==> src/rtl/nonsym_write_test_sequencer.sv <==
// Sequences one pipe-in write test: FIFO flush, pattern reset, timed run, drain and verdict.
// Latency: every output is registered and reflects the transition taken at the previous okClk edge.
// Backpressure: none; each pipe_write/fifo_valid is counted in its own cycle, and the stall timer ends stuck tests.
//
// Ports:
//   okClk, reset_n            sole clock; synchronous active-low reset
//   start, abort              single-cycle control pulses
//   word_count[31:0]          expected 32-bit pipe words, latched on an accepted start
//   pipe_write                one strobe per 32-bit word entering the FIFO
//   fifo_empty, fifo_valid    FIFO read-side status (64-bit read words)
//   fifo_rst                  FIFO reset, high during FLUSH and while in reset
//   pattern_reset             one-cycle pulse in ARM to restart the checker pattern
//   timer_on, clk_counts      measurement window flag and 64-bit cycle count
//   words_seen, reads_seen    accepted pipe words / 64-bit reads observed
//   busy, done, fault, state  status: not idle, sticky success, sticky fault code, encoded state
module nonsym_write_test_sequencer #(
    parameter int unsigned FLUSH_CYCLES = 8,
    parameter int unsigned STALL_LIMIT  = 1048576
) (
    input  logic        okClk,
    input  logic        reset_n,
    input  logic        start,
    input  logic        abort,
    input  logic [31:0] word_count,
    input  logic        pipe_write,
    input  logic        fifo_empty,
    input  logic        fifo_valid,
    output logic        fifo_rst,
    output logic        pattern_reset,
    output logic        timer_on,
    output logic [63:0] clk_counts,
    output logic [31:0] words_seen,
    output logic [31:0] reads_seen,
    output logic        busy,
    output logic        done,
    output logic [1:0]  fault,
    output logic [2:0]  state
);

    typedef enum logic [2:0] {
        S_IDLE  = 3'd0,
        S_FLUSH = 3'd1,
        S_ARM   = 3'd2,
        S_RUN   = 3'd3,
        S_DRAIN = 3'd4
    } state_t;

    localparam logic [1:0] FAULT_NONE    = 2'd0;
    localparam logic [1:0] FAULT_CONFIG  = 2'd1;
    localparam logic [1:0] FAULT_TIMEOUT = 2'd2;
    localparam logic [1:0] FAULT_ABORT   = 2'd3;

    // Counter widths sized from the parameters; at least one bit each.
    localparam int unsigned FW = (FLUSH_CYCLES > 1) ? $clog2(FLUSH_CYCLES) : 1;
    localparam int unsigned SW = (STALL_LIMIT > 1) ? $clog2(STALL_LIMIT) : 1;

    state_t          state_q;
    state_t          state_nxt;
    logic [31:0]     count_q;
    logic [FW-1:0]   flush_cnt;
    logic [SW-1:0]   stall_cnt;

    logic            in_meas;
    logic            flush_last;
    logic            words_reach;
    logic            drain_ok;
    logic            stall_expire;

    logic            accept;
    logic            cfg_err;
    logic            finish_ok;
    logic            timeout;
    logic            abort_hit;

    assign state = state_q;

    // Decode helpers; all are functions of registered state plus inputs and
    // only feed the next-state logic, never an output directly.
    always_comb begin
        in_meas      = (state_q == S_RUN) || (state_q == S_DRAIN);
        flush_last   = (flush_cnt == FW'(FLUSH_CYCLES - 1));
        // RUN leaves on the write that makes the updated count hit the target.
        words_reach  = pipe_write && ((words_seen + 32'd1) == count_q);
        // Each 64-bit read carries two pipe words, so the drain target is half.
        drain_ok     = (reads_seen == (count_q >> 1)) && fifo_empty && !fifo_valid;
        // The counter holds the idle cycles already seen; this cycle is idle too,
        // so the limit is reached when the incremented value would equal it.
        stall_expire = !pipe_write && !fifo_valid &&
                       ({1'b0, stall_cnt} + (SW+1)'(1) >= (SW+1)'(STALL_LIMIT));
    end

    // Next-state logic with abort taking priority over everything.
    always_comb begin
        state_nxt = state_q;
        accept    = 1'b0;
        cfg_err   = 1'b0;
        finish_ok = 1'b0;
        timeout   = 1'b0;
        abort_hit = 1'b0;

        case (state_q)
            S_IDLE: begin
                if (start) begin
                    if ((word_count == 32'd0) || word_count[0]) begin
                        cfg_err = 1'b1;
                    end else begin
                        accept    = 1'b1;
                        state_nxt = S_FLUSH;
                    end
                end
            end
            S_FLUSH: begin
                if (flush_last) begin
                    state_nxt = S_ARM;
                end
            end
            S_ARM: begin
                state_nxt = S_RUN;
            end
            S_RUN: begin
                if (words_reach) begin
                    state_nxt = S_DRAIN;
                end else if (stall_expire) begin
                    timeout   = 1'b1;
                    state_nxt = S_IDLE;
                end
            end
            S_DRAIN: begin
                // A clean finish wins over a stall that expires in the same cycle.
                if (drain_ok) begin
                    finish_ok = 1'b1;
                    state_nxt = S_IDLE;
                end else if (stall_expire) begin
                    timeout   = 1'b1;
                    state_nxt = S_IDLE;
                end
            end
            default: begin
                state_nxt = S_IDLE;
            end
        endcase

        if ((state_q != S_IDLE) && abort) begin
            abort_hit = 1'b1;
            finish_ok = 1'b0;
            timeout   = 1'b0;
            state_nxt = S_IDLE;
        end
    end

    // State and registered outputs. Mode outputs are decoded from the next
    // state so they line up with the state register after the same edge.
    always_ff @(posedge okClk) begin
        if (!reset_n) begin
            state_q       <= S_IDLE;
            fifo_rst      <= 1'b1;
            pattern_reset <= 1'b0;
            timer_on      <= 1'b0;
            busy          <= 1'b0;
            done          <= 1'b0;
            fault         <= FAULT_NONE;
            clk_counts    <= 64'd0;
            words_seen    <= 32'd0;
            reads_seen    <= 32'd0;
            count_q       <= 32'd0;
            flush_cnt     <= '0;
            stall_cnt     <= '0;
        end else begin
            state_q       <= state_nxt;
            fifo_rst      <= (state_nxt == S_FLUSH);
            pattern_reset <= (state_nxt == S_ARM);
            timer_on      <= (state_nxt == S_RUN) || (state_nxt == S_DRAIN);
            busy          <= (state_nxt != S_IDLE);

            // Counts cycles already spent in FLUSH; restarts on any other state.
            if (state_q == S_FLUSH) begin
                flush_cnt <= flush_cnt + FW'(1);
            end else begin
                flush_cnt <= '0;
            end

            if ((state_nxt != state_q) || pipe_write || fifo_valid) begin
                stall_cnt <= '0;
            end else if (in_meas) begin
                stall_cnt <= stall_cnt + SW'(1);
            end

            if (accept) begin
                count_q    <= word_count;
                clk_counts <= 64'd0;
                words_seen <= 32'd0;
                reads_seen <= 32'd0;
                done       <= 1'b0;
                fault      <= FAULT_NONE;
            end else begin
                // Counters run off the current state, so the cycle in which
                // abort or timeout fires is still counted; afterwards they hold.
                if (timer_on) begin
                    clk_counts <= clk_counts + 64'd1;
                end
                if (in_meas && pipe_write) begin
                    words_seen <= words_seen + 32'd1;
                end
                if (in_meas && fifo_valid) begin
                    reads_seen <= reads_seen + 32'd1;
                end
            end

            if (cfg_err) begin
                fault <= FAULT_CONFIG;
            end
            if (timeout) begin
                fault <= FAULT_TIMEOUT;
            end
            if (abort_hit) begin
                fault <= FAULT_ABORT;
            end
            if (finish_ok) begin
                done <= 1'b1;
            end
        end
    end

endmodule

==> config.mk <==
export PLATFORM = sky130hd
export DESIGN_NAME = nonsym_write_test_sequencer
export DESIGN_NICKNAME = d
export VERILOG_FILES = /design/src/rtl/nonsym_write_test_sequencer.sv
export SDC_FILE = /design/constraint.sdc
export NUM_CORES = 1
export LEC_CHECK = 0
export BUFFER_PORTS_ARGS = -buffer_cell sky130_fd_sc_hd__buf_2
export CAP_MARGIN = 20
export CELL_PAD_IN_SITES_DETAIL_PLACEMENT = 0
export CELL_PAD_IN_SITES_GLOBAL_PLACEMENT = 1
export CORE_AREA = 4 4 158 160
export CTS_CLUSTER_DIAMETER = 100
export DETAILED_ROUTE_END_ITERATION = 10
export DIE_AREA = 0 0 162 164
export PLACE_DENSITY_LB_ADDON = 0.08
export RECOVER_POWER = 25
export SETUP_SLACK_MARGIN = 0.2
export SYNTH_ARGS = -nofsm -noshare
export SYNTH_HDL_FRONTEND = slang
export SYNTH_SLANG_ARGS = --single-unit
==> constraint.sdc <==
create_clock -name okClk -period 3 [get_ports okClk]
set_clock_uncertainty 0.2 [all_clocks]
set_input_delay 0.3 -clock okClk [delete_from_list [all_inputs] [get_ports okClk]]
set_output_delay 0.3 -clock okClk [all_outputs]
set_load 0.005 [all_outputs]
# --- After elaboration in Yosys (flattened, before gate mapping) ---
# Cells that the tools add are included.
word_totals:
  memories: 0
  latchBits: 0
  elab_cells: 86
  mem_bits_rw: 0
  inputBits: 39
  regBits: 193
  out_inout_bits: 138
  romBits: 0
op_classes:
  eq_ne: 12
  addsub: 6
  n_reduce_logical: 24
  shift: 0
  order_cmp: 1
  div: 0
  mul: 0
  n_bitwise: 1
  muxes: 29
op_table:
  columns: ["operator", "n"]
  rows:
  - ["$add 32x1->32 const B", 2]
  - ["$add 64x1->64 const B", 1]
  - ["$eq 32x31->1", 1]
  - ["$eq 32x32->1", 1]
  - ["$logic_not 32->1", 1]
  - ["$add 20x1->21 const B", 1]
  - ["$ge 21x21->1 const B", 1]
  - ["$mux 3", 7]
  - ["$add 20x1->20 const B", 1]
  - ["$mux 1", 16]
  - ["$pmux 3 s5", 1]
  - ["$eq 3x2->1 const B", 4]
  - ["$eq 3x3->1 const B", 3]
  - ["$logic_and 1x1->1", 8]
  - ["$mux 2", 4]
  - ["$eq 3x1->1 const B", 2]
  - ["$reduce_bool 3->1", 2]
  - ["$logic_or 1x1->1", 5]
  - ["$reduce_bool 4->1", 1]
  - ["$reduce_or 2->1", 2]
  - ["$add 3x1->3 const B", 1]
  - ["$logic_not 3->1", 1]
  - ["$ne 3x3->1", 1]
  - ["$logic_not 1->1", 2]
  - ["other kinds (4)", 4]

# --- Depth between registers and ports, before layout ---
# Gate-level depths: netlist (run 1).
depth:
  depth_word: 11
  mapped_depth: 10

# --- Worst setup path after synthesis (run 1) ---
# Ideal clock, no wire load.
synth_timing:
  path_type: "register -> register"
  from: "register words_seen[0]"
  to: "register fault[1]"
  path_stages_with_launch: 10
  required_ns: 2.666
  path_buffers: 1
  synth_period_minus_slack_ns: 2.812
  setup_slack_ns: 0.188
  t_arrival_ns: 2.478
  cell_sequence: "dfxtp_1 -> nand4_4 -> or4_4 -> buf_6 -> or3_1 -> a22o_1 -> nor4_2 -> nand4_1 -> nand2_1 -> a41oi_1"
synth_via:
  elab_chain_cells: 8
  elab_cells_between_ends: 9
synth_lines:
  columns: ["element", "line_no", "source"]
  rows:
  - ["from (decl)", "32", "output logic [31:0] words_seen,"]
  - ["from (signal assigned)", "202", "words_seen <= words_seen + 32'd1;"]
  - ["$add 32x1->32 (*)", "83", "words_reach = pipe_write && ((words_seen + 32'd1) == count_q);"]
  - ["$eq 32x32->1 (*)", "83", null]
  - ["$logic_and 1x1->1 (*)", "83", null]
  - ["$mux 1 (*)", "121", "if (words_reach) begin"]
  - ["$pmux 1 s2 (*)", "101", "case (state_q)"]
  - ["$mux 1 (*)", "143", "if ((state_q != S_IDLE) && abort) begin"]
  - ["$mux 2", "212", "if (timeout) begin"]
  - ["$mux 2", "215", "if (abort_hit) begin"]
  - ["to (signal assigned)", "210", "fault <= FAULT_CONFIG;"]
  - ["to (signal assigned)", "213", "fault <= FAULT_TIMEOUT;"]
  - ["to (signal assigned)", "216", "fault <= FAULT_ABORT;"]
  - ["to (decl)", "36", "output logic [1:0] fault,"]
# Every way passes the cells marked *; elsewhere a longest branch is shown, timed or not.
# A chain may end at the register's enable or synchronous reset.

# --- Worst setup path in the final report (run 1) ---
layout_timing:
  from: "register words_seen[11]"
  to: "register fault[1]"
# Same word-level chain as after synthesis.

==> results.yml, run 1 <==
placed_design:
  place_ws_ns: 0.102
  gp_congestion: 0.921
  hpwl_um: 22900
  placed_cells: 1671
  io_buffers: 176
routing:
  first_iter_violations: 573
  firstDrtPassIters: 5
  wire_per_inst_um: 17.3
  drc: 0
  ant_nets: 0
  vias: 8946
  drt_wl_total_um: 30100
  vias_per_cell: 5.13
setup_path:
  reg2reg_depth: 9
  cp_max_fo: 5
  critPathSlowestCell: "or4_4"
  path_cells: "nand4_1, or4_4, or3_1, a22o_1, nor4_4, nand4_1, buf_6, nand2_2, a41oi_2"
  crit_path_max_incr_delay_ns: 0.58
  cp.arrival_ns: 2.95
  start_kind: "flop"
  end_kind: "flop"
  crit_type: "flop to flop"
  worstPathRequired_ns: 3.10
  critical-path-top-cell-by-count: "nand4_1"
die:
  dieArea_sq_um: 26600
  die_h_um: 164
  io-pin-count: 177
  core_sq_um: 23400
  start_util_pct: 41.6
  rows: 56
  die-width_um: 162
layout:
  final_cells: 1743
  final_cell_mix: "dfxtp_1, nor2_1, buf_2"
  area_delta_synth_final_pct: 29.3
  post-route-util_pct: 53.7
  layout-drive-gt1-share_pct: 21.1
  nFillCells: 2327
  final_common_cell: "dfxtp_1"
  layout.nets: 1457
  n_antenna_cell: 0
worst_hold_path:
  hold_depth: 4
  hold_path_class: "input port to flop"
global_route:
  use_met1_pct: 32.6
  gr-usage-all-layers_pct: 22.6
  grt_antenna_before_repair: 0
  top_usage_layer: "met2"
  grt_max_degree: 72
  grt_pass1_vias: 8585
  grt_overflow: 0
  met2_usage_pct: 35.2
  grtUsageMet3_pct: 3.44
  grt_pass1_wl_um: 47800
timing:
  worst_slew_pin_slew_ns: 0.636
  postLayoutSetupSlackWorst_ns: 0.150
  slew_viol_final: 0
  finalHoldViolCount: 0
  clock.fmax_ghz: 0.351
  setup_viol: 0
  period_minus_slack_ns: 2.85
  grt_setup_unrepaired: "true"
  relSlewSlack_pct: 57.5
  fin_crit_sh_pct: 95.0
  finalSetupTns_ns: 0
power_and_ir_drop:
  power_frac_seq_pct: 48.8
  clockPowerShare_pct: 44.9
  p_sw_share_pct: 24.9
  power_w: 0.00536
  powerDensity_nw_per_um2: 426
  p_leak_nw: 5.01
  p_int_w: 0.00402
  power_switching_w: 0.00133
  vdd_drop_max_v: 0.000334
  combPwrFrac_pct: 6.3
cts:
  cts_tree: "yes"
  cts_sinks: 193
  path_clk_slew_ns: 0.08
  cts_buffer_depth: 2
  numCtsBuffers: 17
  clk_latency_ns: 0.43
  htreeDepth: 4
  root_buffer: "clkbuf_16"
synthesis:
  syn-num-nets: 1189
  avgSynthCellArea_sq_um: 8.51
  ys_ff_latch: 193
  syn-cell-area_sq_um: 9730
  yosysUniqueCellTypes: 62
  async_reset_ff_share_pct: 0
  syn_inst: 1143
  ys_seq_area_share_pct: 39.7
  synth_edf_count: 0
  yosysWarnings: 0
  synth_top_flop_cell: "dfxtp_1"
run:
  max_cap_viol_count: 0
outcome:
  status: "finished clean"
cell usage after synthesis (2+ instances only):
library cell	instances	area share (%)
nor2b_1	36	2.3
o21a_1	2	0.15
o32ai_1	2	0.18
clkbuf_1	37	1.4
or3_1	20	1.3
xor2_1	109	9.8
and2_1	6	0.39
mux2i_1	34	3.5
o211ai_1	3	0.23
a21o_1	3	0.23
a2111oi_0	2	0.18
o21ai_1	2	0.10
xnor2_1	94	8.5
a2bb2oi_1	3	0.27
nand2_1	84	3.2
nand4_1	54	3.5
or2_2	2	0.13
nor2_1	172	6.6
a211o_1	2	0.18
buf_2	5	0.26
nand3_1	62	3.2
o21ai_0	18	0.93
nor4b_1	2	0.18
and4_1	15	1.4
and3_1	18	1.2
buf_4	2	0.15
dfxtp_1	193	40
nor4_1	32	2.1
or4_1	3	0.23
a21oi_1	19	0.98
ha_1	7	0.90
o22ai_1	2	0.13
inv_1	21	0.81
nor3b_1	6	0.46
buf_1	3	0.12
nand2b_1	8	0.51
nor3_1	27	1.4
nor4_2	4	0.51
o2111a_1	2	0.23
nand3b_1	3	0.23
a31oi_1	3	0.19
worst max-delay path: cells and delay by family, from the launching register on:
kind	cells	cell delay, ns
flops	1	0.33
buf+inv	1	0.18
compound gates	2	0.39
simple gates	6	1.62
path summary, 6_finish.rpt:
check	startpoint	endpoint	slack (ns)
worst max register to register	words_seen[11]	fault[1]	0.15
worst min-delay path	start	fault[1]	0.14
worst max-delay path	words_seen[11]	fault[1]	0.15
worst min register to register	flush_cnt[0]	flush_cnt[0]	0.23
power by group through the flow:
stage          sequential (W)  combinational [W]  clock (W)
6_report              0.00262           0.000338    0.00240
5_1_grt               0.00262           0.000369    0.00257
4_1_cts               0.00262           0.000333    0.00247
3_5_place_dp          0.00268           0.000292          0
3_3_place_gp          0.00268           0.000293          0
2_1_floorplan         0.00267           0.000185          0
routing by layer:
| layer | routed length, um | share of wire (%) | vias to the layer above |
|---|---|---|---|
| li1 | - | - | 4493 |
| met1 | 14600 | 49 | 4155 |
| met2 | 13300 | 44 | 263 |
| met3 | 1620 | 5.4 | 35 |
| met4 | 532 | 1.8 | 0 |
| met5 | 0 | 0 | - |
layout make-up:
| class | count | area [sq um] | share of cell area [%] |
|---|---|---|---|
| multi-input combinational | 880 | 5750 | 45.7 |
| sequential | 193 | 3880 | 30.9 |
| timing repair buffer | 297 | 1840 | 14.6 |
| clock buffer | 18 | 429 | 3.41 |
| tap | 319 | 399 | 3.17 |
| inverter | 22 | 82.6 | 0.657 |
| clock inverter | 14 | 194 | 1.54 |
sequential cells by signal, summed over array words and instances (netlist names):
name and cells:
count_q 32, timer_on 1, clk_counts 64, busy 1, state 3, flush_cnt 3
stall_cnt 20, words_seen 32, fifo_rst 1, done 1, fault 2, pattern_reset 1
reads_seen 32
through the flow:
| stage | cell area, sq um | hold slack, ns |
|---|---|---|
| after CTS | 12500 | 0.0839 |
| final | 12600 | 0.144 |
| after detailed placement | 11500 | 0.218 |
| after floorplan | 9730 | 0.196 |
| after global placement | 11500 | 0.210 |
| after global routing | 12600 | 0.147 |
kinds of logic (layout without fill, tap and decap cells):
kind of cell / after synthesis / count (layout) / share of synthesized area (%)
compound gates: 74 / 74 / 4.95
buf+inv: 70 / 351 / 2.92
fa+ha+maj: 7 / 7 / 0.900
flops: 193 / 193 / 39.7
mux: 35 / 35 / 3.61
xor+xnor: 203 / 203 / 18.3
simple gates: 561 / 561 / 29.6
timing repair:
action                                  4_1_cts  5_1_grt
resized for setup                            22       24
hold buffers                                 32        0
buffers inserted                              4        4
endpoints found under the setup margin        4      111
pin swaps                                    10        8
endpoints found under the hold margin        32        0
(Power assumes the default switching activity.)
==> run 2, diff against run 1 <==
==> constraint.sdc (replaced) <==
create_clock -name okClk -period 2.8 [get_ports okClk]
set_clock_uncertainty 0.2 [all_clocks]
set_input_delay 0.28 -clock okClk [delete_from_list [all_inputs] [get_ports okClk]]
set_output_delay 0.28 -clock okClk [all_outputs]
set_load 0.005 [all_outputs]
==> run 2 against run 1 <==
The run now ends with negative setup slack left. Sequential share of layout area down 0.63 points. First-iteration DRC count up 9.9%. Utilization up 1.1 points. Register-to-register slack worse by 0.22 ns. Count of clock-buffer cells in the layout unchanged. Highest routed layer unchanged.
==> results.yml, run 2 (synthesis gave the netlist of run 1 again) <==
power_and_ir_drop:
  vdd_drop_max_v: 0.000365
  power_frac_seq_pct: 49.9
  combPwrFrac_pct: 6.6
  p_int_w: 0.00423
  p_leak_nw: 5.23
  p_sw_share_pct: 24.8
  powerDensity_nw_per_um2: 438
  power_switching_w: 0.00139
  clockPowerShare_pct: 43.5
layout:
  final_common_cell: "dfxtp_1"
  area_delta_synth_final_pct: 32.0
  n_antenna_cell: 0
  layout.nets: 1482
  final_cell_mix: "dfxtp_1, nor2_1, buf_2"
  layout-drive-gt1-share_pct: 23.5
  top_register: "clk_counts"
  largest_register_ffs: 64
  post-route-util_pct: 54.9
die:
  die-width_um: 162
  core_sq_um: 23400
  die_h_um: 164
  dieArea_sq_um: 26600
  start_util_pct: 41.6
  io-pin-count: 177
  rows: 56
timing:
  finalSetupTns_ns: -0.112
  setup_viol: 4
  worst_slew_pin_slew_ns: 0.612
  finalHoldViolCount: 0
  clock.fmax_ghz: 0.348
  worst_hold_slack_ns: 0.0926
  grt_setup_unrepaired: "true"
  relSlewSlack_pct: 59.1
  period_minus_slack_ns: 2.87
  slew_viol_final: 0
  fin_crit_sh_pct: 103
  postLayoutSetupSlackWorst_ns: -0.0723
setup_path:
  worst-path-buf-inv: 1
  path_cells: "nand4_1, or4_1, or3_1, a2111oi_2, nand4_1, buf_6, o21ai_1, and2_1"
  crit_start: "words_seen[22]"
  crit_type: "flop to flop"
  critPathSlowestCell: "or4_1"
  r2r_setup_slack_ns: -0.07
  reg2reg_depth: 8
  r2r-start: "words_seen[22]"
  end_kind: "flop"
  worstPathRequired_ns: 2.98
  cpLargestDelayFamily: "simple AND/OR/NAND/NOR gates"
  critical-path-top-cell-by-count: "nand4_1"
  r2r-end: "state[2]"
  start_kind: "flop"
  cp_max_fo: 4
  cp.arrival_ns: 3.05
  crit_path_max_incr_delay_ns: 0.61
placed_design:
  gp_congestion: 0.914
  hpwl_um: 23100
  io_buffers: 176
  place_ws_ns: -0.151
global_route:
  grt_max_degree: 51
  grt_pass1_vias: 8493
  gr-usage-all-layers_pct: 22.5
  grt_antenna_before_repair: 1
  grt_pass1_wl_um: 47300
  grt_overflow: 0
routing:
  vias_per_cell: 5.14
  firstDrtPassIters: 5
  ant_nets: 0
  vias: 9079
  first_iter_violations: 630
  drc: 0
  drt_wl_total_um: 30600
  wire_per_inst_um: 17.3
cts:
  cts_sinks: 193
  numCtsBuffers: 17
  cts_buffer_depth: 2
  htreeDepth: 4
  cts_tree: "yes"
  root_buffer: "clkbuf_16"
  path_clk_slew_ns: 0.07
  clk_latency_ns: 0.44
worst_hold_path:
  min_to: "fault[1]"
  worstHoldStart: "start"
  hold_depth: 4
  hold_path_class: "input port to flop"
run:
  max_cap_viol_count: 0
outcome:
  violations: "negative setup slack"
  status: "finished with violations"
[run 2: cell count changes in the layout (fill, tap and decap cells not counted), moves of 2 or more]
| cell | previous run | this run |
|---|---|---|
| buf_2 | 135 | 141 |
| nor4_4 | 2 | 4 |
| buf_4 | 83 | 104 |
| nor4_1 | 26 | 24 |
| clkinv_8 | 3 | 0 |
| buf_12 | 2 | 5 |
| clkinv_2 | 0 | 2 |
| nand2_2 | 2 | 0 |
| clkbuf_1 | 44 | 37 |
| nor3b_2 | 0 | 3 |
| nor3b_1 | 6 | 3 |
[run 2: final cells by class]
cell class / instances / area [sq um]
repair buffers: 321 / 2070
clock buffers: 18 / 439
multi-input cells: 881 / 5830
flip-flops and latches: 193 / 3880
well taps: 319 / 399
inverters: 22 / 82.6
fillers: 2304 / 10600
clock inverters: 14 / 141
[run 2: per-layer routing]
layer	part of all wire, %	wire length, um	up-vias	track usage (%)
li1	-	-	4533	-
met1	49	15000	4278	32.8
met2	45	13800	253	35.5
met3	5.0	1540	15	3.59
met4	0.88	270	0	4.42
met5	0	0	-	0
[run 2: timing repair]
action	CTS	global route
pin swaps	2	17
endpoints found under the hold margin	32	0
gates cloned	0	1
gates resized for setup	5	46
endpoints found under the setup margin	6	94
buffers inserted	0	4
hold buffers	32	0
[run 2: worst register-to-register path: stages, from the launching register on]
cell	delay [ns]
dfxtp_1	0.39
nand4_1	0.13
or4_1	0.61
or3_1	0.44
a2111oi_2	0.38
nand4_1	0.21
buf_6	0.19
o21ai_1	0.13
and2_1	0.13
[run 2: how the worst max path moves through the flow]
stage,end,slack (ns),cells after the start
floorplan,state[0],0.21,9
global placement,fault[1],-0.13,11
finish,state[2],-0.07,8
CTS,fault[1],-0.11,9
detailed placement,state[0],-0.15,11
global route,state[2],-0.17,9
[run 2: per-stage QoR]
| stage | total power [W] | instances | instance area [sq um] |
|---|---|---|---|
| floorplan | 0.00305 | 1143 | 9830 |
| global placement | 0.00320 | 1699 | 11700 |
| detailed placement | 0.00319 | 1699 | 11700 |
| CTS | 0.00567 | 1763 | 12700 |
| global route | 0.00581 | 1768 | 12800 |
| finish | 0.00562 | 1768 | 12800 |
[run 2: power groups by stage]
| stage | combinational (W) | sequential (W) | clock [W] |
|---|---|---|---|
| 2_1_floorplan | 0.000199 | 0.00285 | 0 |
| 3_3_place_gp | 0.000327 | 0.00287 | 0 |
| 3_5_place_dp | 0.000326 | 0.00287 | 0 |
| 4_1_cts | 0.000363 | 0.00280 | 0.00250 |
| 5_1_grt | 0.000406 | 0.00281 | 0.00260 |
| 6_report | 0.000373 | 0.00280 | 0.00244 |
==> run 3, diff against run 2 <==
--- a/config.mk
+++ b/config.mk
@@ -5,14 +5,14 @@
 export SDC_FILE = /design/constraint.sdc
 export NUM_CORES = 1
 export LEC_CHECK = 0
-export BUFFER_PORTS_ARGS = -buffer_cell sky130_fd_sc_hd__buf_2
 export CAP_MARGIN = 20
 export CELL_PAD_IN_SITES_DETAIL_PLACEMENT = 0
 export CELL_PAD_IN_SITES_GLOBAL_PLACEMENT = 1
-export CORE_AREA = 4 4 158 160
+export CORE_AREA = 4 4 153 155
 export CTS_CLUSTER_DIAMETER = 100
 export DETAILED_ROUTE_END_ITERATION = 10
-export DIE_AREA = 0 0 162 164
+export DIE_AREA = 0 0 157 159
+export DONT_BUFFER_PORTS = 1
 export PLACE_DENSITY_LB_ADDON = 0.08
 export RECOVER_POWER = 25
 export SETUP_SLACK_MARGIN = 0.2
==> run 3 against run 2 <==
The flow finishes with violations (negative hold slack). Utilization increased by 1.9 points. First-iteration DRC count decreased by 0.48%. Highest routed layer is now met5. Via count decreased by 4.9%. Largest cell class unchanged.
==> results.yml, run 3 (synthesis gave the netlist of run 1 again) <==
outcome:
  status: "finished with violations"
  violations: "negative hold slack"
worst_hold_path:
  hold_depth: 1
  min_to: "state[2]"
  hold_path_class: "input port to flop"
  worstHoldStart: "reset_n"
setup_path:
  r2r-start: "words_seen[12]"
  cp_max_fo: 5
  crit_type: "flop to flop"
  r2r_setup_slack_ns: 0.07
  reg2reg_depth: 9
  worstPathRequired_ns: 2.97
  r2r-end: "state[2]"
  start_kind: "flop"
  end_kind: "flop"
  cp.arrival_ns: 2.90
cts:
  root_buffer: "clkbuf_16"
  numCtsBuffers: 17
  cts_sinks: 193
  postCtsHoldBufs: 50
  cts_tree: "yes"
  path_clk_slew_ns: 0.08
  cts_buffer_depth: 2
  clk_latency_ns: 0.43
  htreeDepth: 4
routing:
  firstDrtPassIters: 5
  wire_per_inst_um: 19.0
  ant_nets: 0
  vias_per_cell: 5.47
  drc: 0
  drt_wl_total_um: 30100
  first_iter_violations: 627
  vias: 8631
timing:
  finalHoldViolCount: 3
  setup_viol: 0
  fin_crit_sh_pct: 97.5
  finalSetupTns_ns: 0
  relSlewSlack_pct: 57.4
  period_minus_slack_ns: 2.73
  worst_slew_pin_slew_ns: 0.638
  slew_viol_final: 0
  worst_hold_slack_ns: -0.205
  postLayoutSetupSlackWorst_ns: 0.0711
  clock.fmax_ghz: 0.366
  grt_setup_unrepaired: "true"
global_route:
  grt_max_degree: 46
  grt_pass1_vias: 8179
  grt_antenna_before_repair: 1
  grt_overflow: 0
  gr-usage-all-layers_pct: 23.3
  grt_pass1_wl_um: 46200
layout:
  final_common_cell: "dfxtp_1"
  post-route-util_pct: 56.7
  area_delta_synth_final_pct: 27.3
  layout.nets: 1332
  final_cell_mix: "dfxtp_1, nor2_1, buf_4"
  top_register: "clk_counts"
  largest_register_ffs: 64
  n_antenna_cell: 0
  layout-drive-gt1-share_pct: 18.2
die:
  die_h_um: 159
  dieArea_sq_um: 25000
  die-width_um: 157
  io-pin-count: 177
  rows: 54
  core_sq_um: 21800
  start_util_pct: 44.6
placed_design:
  place_ws_ns: -0.0852
  io_buffers: 0
  gp_congestion: 0.979
  hpwl_um: 22300
power_and_ir_drop:
  p_leak_nw: 4.75
  vdd_drop_max_v: 0.000348
  powerDensity_nw_per_um2: 456
run:
  max_cap_viol_count: 0
run 3: cell type report:
cell class                      instances  area (sq um)
Clock inverter                         13           148
Fill cell                            2062          9440
Multi-Input combinational cell        880          5950
Sequential cell                       193          3890
Tap cell                              280           350
Inverter                               22          82.6
Clock buffer                           19           453
Timing Repair Buffer                  172          1500
run 3: worst max-delay path by stage:
stage	start	end	slack, ns	cells past startpoint
after CTS	words_seen[12]	state[2]	0.03	10
after global placement	words_seen[0]	state[1]	-0.03	9
after detailed placement	words_seen[0]	state[0]	-0.09	9
after global routing	words_seen[11]	state[0]	-0.05	11
final	words_seen[12]	state[2]	0.07	9
after floorplan	words_seen[0]	state[0]	0.21	9
run 3: power by group:
part	internal, W	switching [W]	leakage, nW
combinational	0.000166	0.000162	2.88
sequential	0.00277	0.0000383	1.57
clock	0.00138	0.00112	0.297
total	0.00432	0.00132	4.75
run 3: repair_timing:
| action | 4_1_cts | 5_1_grt |
|---|---|---|
| buffers inserted | 4 | 10 |
| setup endpoints to repair | 12 | 94 |
| gates resized for setup | 16 | 71 |
| hold endpoints to repair | 59 | 3 |
| pin swaps | 9 | 22 |
run 3: stage by stage:
stage          hold slack [ns]  cell area [sq um]  cells  total power (W)
2_1_floorplan            0.196               9830   1143          0.00305
3_3_place_gp             0.202              10800   1483          0.00313
3_5_place_dp             0.204              10800   1483          0.00313
4_1_cts                 -0.229              12000   1569          0.00569
5_1_grt                 -0.232              12400   1579          0.00585
6_report                -0.205              12400   1579          0.00564
run 3: metal layers:
metal  up-vias  share of wire [%]  track usage (%)
met2       281                 45             36.3
li1       4231                  -                -
met1      4088                 45             31.5
met4         2                1.5             4.85
met5         -              0.066                0
met3        29                9.1             7.67
run 3: worst max-delay path: stages, from the launching register on:
cell	delay, ns
dfxtp_2	0.33
nand4_1	0.12
or4_4	0.57
buf_6	0.16
or3_4	0.41
a2111oi_4	0.32
nand4_1	0.17
buf_6	0.17
o21ai_1	0.10
and2_1	0.12
